`src/rtl/stereo_sad_engine.sv`:
```
// Stereo block-matching engine: loads an L/R frame pair, then streams a
// zero-padded SAD disparity map with per-pixel best cost.
module stereo_sad_engine #(
  parameter int IMG_W      = 20,
  parameter int IMG_H      = 7,
  parameter int PIX_W      = 8,
  parameter int HALF_BLOCK = 2,
  parameter int MAX_DISP   = 14,
  parameter int DISP_W     = 4,
  localparam int N         = 2*HALF_BLOCK+1,
  localparam int N2        = N*N,
  localparam int COST_W    = PIX_W + $clog2(N2),
  localparam int XW        = $clog2(IMG_W),
  localparam int YW        = $clog2(IMG_H)
) (
  input  logic              clk,
  input  logic              reset,
  input  logic              start,
  output logic              busy,
  output logic              done,
  input  logic              in_valid,
  output logic              in_ready,
  input  logic [PIX_W-1:0]  in_left,
  input  logic [PIX_W-1:0]  in_right,
  input  logic [COST_W-1:0] cost_thresh,
  output logic              out_valid,
  input  logic              out_ready,
  output logic [DISP_W-1:0] out_disp,
  output logic [COST_W-1:0] out_cost,
  output logic [XW-1:0]     out_x,
  output logic [YW-1:0]     out_y,
  output logic              out_last
);

  localparam int DEPTH = IMG_W*IMG_H;
  localparam int AW    = $clog2(DEPTH);
  localparam int WW    = $clog2(N+1);
  localparam int CNW   = $clog2(N2+1);
  localparam int SW    = $clog2(DEPTH+IMG_W+MAX_DISP+N)+2;

  localparam logic [2:0] S_IDLE  = 3'd0;
  localparam logic [2:0] S_LOAD  = 3'd1;
  localparam logic [2:0] S_ACCUM = 3'd2;
  localparam logic [2:0] S_CMP   = 3'd3;
  localparam logic [2:0] S_EMIT  = 3'd4;

  logic [2:0]        state;
  logic [XW-1:0]     x, nx, ix;
  logic [YW-1:0]     y, ny, iy;
  logic [DISP_W-1:0] d, id, best_d;
  logic [WW-1:0]     wx, wy;
  logic [CNW-1:0]    acc_cnt;
  logic [AW-1:0]     wr_addr, l_addr, r_addr;
  logic [COST_W-1:0] sum, sum_next, best_cost, thresh;
  logic [PIX_W-1:0]  lmem [DEPTH];
  logic [PIX_W-1:0]  rmem [DEPTH];
  logic [PIX_W-1:0]  l_q, r_q, tv, cv, ad;
  logic              l_ok, r_ok, l_in, r_in;
  logic signed [SW-1:0] lx, ly, rx;

  logic fire_in, fire_out, load_end, last_pix;
  logic acc_end, more_d, issue;

  assign fire_in  = in_valid && in_ready;
  assign fire_out = out_valid && out_ready;
  assign load_end = fire_in && (wr_addr == AW'(DEPTH-1));
  assign last_pix = (x == XW'(IMG_W-1)) && (y == YW'(IMG_H-1));
  assign acc_end  = acc_cnt == CNW'(N2-1);
  assign more_d   = d != DISP_W'(MAX_DISP);

  // A read is issued one cycle ahead of each accumulate, so the
  // first offset of a candidate goes out from the preceding state.
  assign issue = (state == S_LOAD  && load_end)
              || (state == S_ACCUM && !acc_end)
              || (state == S_CMP   && more_d)
              || (state == S_EMIT  && fire_out && !last_pix);

  always_comb begin
    nx = x + 1'b1;
    ny = y;
    if (x == XW'(IMG_W-1)) begin
      nx = '0;
      ny = y + 1'b1;
    end
  end

  always_comb begin
    ix = x;
    iy = y;
    id = d;
    if (state == S_CMP) begin
      id = d + 1'b1;
    end else if (state == S_EMIT) begin
      ix = nx;
      iy = ny;
      id = '0;
    end
  end

  always_comb begin
    lx = SW'(ix) + SW'(wx) - SW'(HALF_BLOCK);
    ly = SW'(iy) + SW'(wy) - SW'(HALF_BLOCK);
    rx = lx - SW'(id);
    l_in = !lx[SW-1] && (lx < $signed(SW'(IMG_W)))
        && !ly[SW-1] && (ly < $signed(SW'(IMG_H)));
    r_in = !rx[SW-1] && (rx < $signed(SW'(IMG_W)))
        && !ly[SW-1] && (ly < $signed(SW'(IMG_H)));
    l_addr = l_in ? AW'(ly * $signed(SW'(IMG_W)) + lx) : '0;
    r_addr = r_in ? AW'(ly * $signed(SW'(IMG_W)) + rx) : '0;
  end

  always_ff @(posedge clk) begin
    if (fire_in) begin
      lmem[wr_addr] <= in_left;
      rmem[wr_addr] <= in_right;
    end
    l_q <= lmem[l_addr];
    r_q <= rmem[r_addr];
  end

  always_comb begin
    tv = l_ok ? l_q : '0;
    cv = r_ok ? r_q : '0;
    ad = (tv >= cv) ? tv - cv : cv - tv;
    sum_next = (acc_cnt == '0 ? '0 : sum) + COST_W'(ad);
  end

  always_ff @(posedge clk or posedge reset) begin
    if (reset) begin
      state     <= S_IDLE;
      x         <= '0;
      y         <= '0;
      d         <= '0;
      wx        <= '0;
      wy        <= '0;
      acc_cnt   <= '0;
      wr_addr   <= '0;
      sum       <= '0;
      best_cost <= '0;
      best_d    <= '0;
      thresh    <= '0;
      done      <= 1'b0;
      l_ok      <= 1'b0;
      r_ok      <= 1'b0;
    end else begin
      done <= 1'b0;
      l_ok <= l_in;
      r_ok <= r_in;
      if (issue) begin
        if (wx == WW'(N-1)) begin
          wx <= '0;
          wy <= (wy == WW'(N-1)) ? '0 : wy + 1'b1;
        end else begin
          wx <= wx + 1'b1;
        end
      end
      unique case (state)
        S_IDLE: begin
          x       <= '0;
          y       <= '0;
          d       <= '0;
          wx      <= '0;
          wy      <= '0;
          acc_cnt <= '0;
          wr_addr <= '0;
          if (start && !done) begin
            thresh <= cost_thresh;
            state  <= S_LOAD;
          end
        end
        S_LOAD: begin
          if (fire_in) wr_addr <= wr_addr + 1'b1;
          if (load_end) state <= S_ACCUM;
        end
        S_ACCUM: begin
          sum     <= sum_next;
          acc_cnt <= acc_end ? '0 : acc_cnt + 1'b1;
          if (acc_end) state <= S_CMP;
        end
        S_CMP: begin
          if (d == '0 || sum < best_cost) begin
            best_cost <= sum;
            best_d    <= d;
          end
          sum <= '0;
          if (more_d) begin
            d     <= d + 1'b1;
            state <= S_ACCUM;
          end else begin
            state <= S_EMIT;
          end
        end
        S_EMIT: begin
          if (fire_out) begin
            if (last_pix) begin
              state <= S_IDLE;
              done  <= 1'b1;
            end else begin
              x     <= nx;
              y     <= ny;
              d     <= '0;
              state <= S_ACCUM;
            end
          end
        end
        default: state <= S_IDLE;
      endcase
    end
  end

  assign busy      = state != S_IDLE;
  assign in_ready  = state == S_LOAD;
  assign out_valid = state == S_EMIT;
  assign out_disp  = (best_cost > thresh) ? '1 : best_d;
  assign out_cost  = best_cost;
  assign out_x     = x;
  assign out_y     = y;
  assign out_last  = out_valid && last_pix;

endmodule

```
`config.mk`:
```
export PLATFORM = sky130hd
export DESIGN_NAME = stereo_sad_engine
export DESIGN_NICKNAME = d
export VERILOG_FILES = /design/src/rtl/stereo_sad_engine.sv
export SDC_FILE = /design/constraint.sdc
export NUM_CORES = 2
export LEC_CHECK = 0
export ABC_AREA = 1
export BUFFER_PORTS_ARGS = -buffer_cell sky130_fd_sc_hd__buf_2
export CORE_AREA = 8 8 409 491
export DETAILED_ROUTE_END_ITERATION = 10
export DIE_AREA = 0 0 417 499
export HOLD_SLACK_MARGIN = 0.02
export PLACE_DENSITY = 0.71
export SLEW_MARGIN = 0
export SYNTH_ARGS = -nofsm -noshare
export SYNTH_HDL_FRONTEND = slang
export SYNTH_SLANG_ARGS = --single-unit
```
`constraint.sdc`:
```
create_clock -name clk -period 8.9 [get_ports clk]
set_input_delay 0.89 -clock clk [delete_from_list [all_inputs] [get_ports clk]]
set_output_delay 0.89 -clock clk [all_outputs]
set_load 0.01 [all_outputs]
```
==> metrics.csv <==
stage;metric;value;unit
place;place_congestion;0.914;
worst_setup_path;path_common_cell;nand3_1;
place;placed_cells;11400;
synthesis;ys.flop_type;edfxtp_1;
worst_setup_path;worst-path-buf-inv;8;
pwr;peakVddDrop;0.000255;V
finish;synthToLayoutAreaGrowth;10.2;%
run_status;status;complete, but fails checks;
floorplanning;ios;64;
finish;drive_gt1_share;9.77;%
worst_setup_path;rrSetupSlack;1680;ps
cts;clkTransAtPathRegs;60;ps
cts;cts-resized-gates;0;
sta;finalHoldViolCount;0;
cts;clockBufferDepth;3;
worst_setup_path;crit_path_end_kind;flip-flop;
cts;worstSkewPairLatency;870;ps
sta;finalCritPeriodShare;81.1;%
synthesis;synth-edff-count;2240;
pwr;leakagePower;42.9;nW
sta;rsz0062_at_grt;false;
detailed_routing;routedWlPerCell;24.8;µm
place;post-place-ws;1750;ps
cts;cts_tree;yes;
synthesis;synth-seq-area-share;68.6;%
grt;grt_usage;27.2;%
worst_setup_path;cp-start-kind;flip-flop;
pwr;power_frac_clock;37.6;%
cts;cts-root-buf;clkbuf_16;
cts;cts_hold_buf;1;
detailed_routing;drc;0;
floorplanning;die-area;208000;µm²
sta;holdWs;286;ps
worst_setup_path;crit_slowest_cell;inv_8;
cts;post_cts_buffers;0;
synthesis;synth-seq-cells;2336;
grt;antenna_found_initial;9;
finish;final_cells;11800;
worst_setup_path;max_stage_delay;610;ps
floorplanning;die_w;417;µm
worst_setup_path;worstSetupPathType;flip-flop to flip-flop;
synthesis;synth_warnings;0;
worst_setup_path;crit_family;simple AND/OR/NAND/NOR gates;
place;portBuffers;63;
synthesis;syn_avg_cell_area;11.3;µm²
grt;overflow;0;
sta;worst_pin_slew;1470;ps
pwr;intPower;0.0178;W
floorplanning;row_count;177;
sta;max_clock_freq;138;MHz
place;dp_hpwl;171000;µm
sta;fin_crit;7220;ps
job;max_cap_violations;1;
floorplanning;initial_core_util;52.6;%
detailed_routing;dr.pass1.iters;7;
detailed_routing;drt_iter0_drc;9337;
detailed_routing;via_count;69400;
sta;maxSlewHeadroom;1.52;%
grt;grt_max_degree;193;
floorplanning;die_h;499;µm
finish;final_nets;9124;
sta;finalMaxSlewViolations;0;
synthesis;ys_types;49;
finish;nFillCells;15300;
worst_setup_path;crit_arrival;8040;ps
synthesis;async_flop_share;3.42;%
worst_setup_path;crit_fanout;99;
floorplanning;core-area;193000;µm²
run_status;violations;capacitance limit;
grt;grt_first_pass_wirelength;428000;µm
synthesis;synth_cells;8990;
sta;skew;42.1;ps
grt;grt_pass1_vias;66100;
cts;cts.sinks;2336;
pwr;power_density;214;nW/µm²
pwr;swShare;25.6;%
cts;cts-buffers-inserted;216;
sta;setup_tns;0;ps
pwr;comb_power_share;11.5;%
synthesis;synthesis.nets;9128;
pwr;seqPwrFrac;51.0;%
worst_setup_path;required;9710;ps
detailed_routing;via_per_inst;5.90;
detailed_routing;ant_nets;0;
pwr;switchingPower;0.00614;W
sta;setup_viol;0;
sta;fin_ws;1680;ps
cts;cts_htree_levels;4;
synthesis;syn_area;101000;µm²
hold_path;min_path_type;input pin to flip-flop;
detailed_routing;wl;292000;µm
[layout by cell type, fill, tap and decap left out, drive strengths merged, types with 6 or more instances in the layout]
master,n
o22ai,10
and3,7
dfxtp,16
mux2i,19
a31oi,6
a21oi,67
o311ai,7
o2111ai,17
nand3,1645
buf,290
nand3b,9
clkinv,85
o21ai,155
clkbuf,294
ha,96
or2,268
nand2,1513
nor2,332
bufinv,13
o211ai,547
edfxtp,2240
diode,7
dfrtp,80
nor3,14
fa,8
inv,1373
nand4,6
xnor2,13
xor2,8
[routing by layer]
metal  part of all wire [%]  global-route usage, %  vias to the layer above
met1                     36                   34.6                    33700
li1                       -                      -                    31000
met5                  0.065                      0                        -
met2                     47                   44.2                     4017
met4                    6.2                   14.7                        8
met3                     10                   5.46                      799
[cell type report]
class                           count  area [µm²]  area share [%]
Clock inverter                    102         890           0.795
Clock buffer                      294        5890            5.27
Sequential cell                  2336       69600            62.2
Timing Repair Buffer              291        2370            2.12
Inverter                         1372        5190            4.64
Multi-Input combinational cell   4769       24700            22.0
Antenna cell                        7        17.5          0.0157
Tap cell                         2595        3250            2.90
[worst paths after layout]
check / startpoint / to / cells after the start
max: out_x[0]$_DFFE_PP0P_ / r_q[7]$_DFF_P_ / 34
min: cost_thresh[0] / thresh[0]$_DFFE_PP0P_ / 2
max reg2reg: out_x[0]$_DFFE_PP0P_ / r_q[7]$_DFF_P_ / 34
min reg2reg: best_d[3]$_DFFE_PP0P_ / best_d[3]$_DFFE_PP0P_ / 2
max in group asynchronous: reset / out_cost[4]$_DFFE_PP0P_ / 4
min in group asynchronous: reset / wr_addr[5]$_DFFE_PP0P_ / 3
[registers in the layout, summed over array words and instances, names as in the netlist, 4 cells and up]
signal / cells
rmem: 1120
lmem: 1120
l_q: 8
out_cost: 13
r_q: 8
out_x: 5
thresh: 13
acc_cnt: 5
best_d: 4
sum: 13
d: 4
wr_addr: 8
[kinds of logic after synthesis]
family	after synthesis	synth area share, %
compound gates	825	5.58
xor+xnor	21	0.181
mux	20	0.198
flops	2336	68.6
buf+inv	1885	7.26
simple gates	3799	16.9
fa+ha+maj	104	1.34
[power by group through the flow]
stage | clock network [W] | logic (W) | registers (W)
after floorplan | 0 | 0.00158 | 0.0124
after global placement | 0 | 0.00264 | 0.0124
after detailed placement | 0 | 0.00270 | 0.0124
after CTS | 0.00907 | 0.00271 | 0.0122
after global routing | 0.00946 | 0.00297 | 0.0122
final | 0.00900 | 0.00275 | 0.0122
[synth_stat cells (19+ instances only)]
cell type  number  area share (%)
buf_1          79            0.29
buf_2         210             1.0
nand3_1      1644             8.1
nor2_1        329             1.2
o21ai_0       155            0.76
edfxtp_1     2240              66
dfrtp_1        80             2.0
inv_1        1365             5.0
o211ai_1      547             4.0
or2_2         268             1.7
a21oi_1        67            0.33
ha_1           96             1.2
mux2i_1        19            0.19
nand2_1      1510             5.6
clkbuf_1      217            0.80
[per-stage QoR]
step / area, µm² / util (%) / power [W]
floorplan: 101000 / - / 0.0140
global placement: 105000 / 54.5 / 0.0151
detailed placement: 105000 / 54.5 / 0.0151
CTS: 112000 / 58.0 / 0.0240
global route: 112000 / 58.0 / 0.0246
finish: 112000 / 58.0 / 0.0240
(Power assumes the default switching activity.)
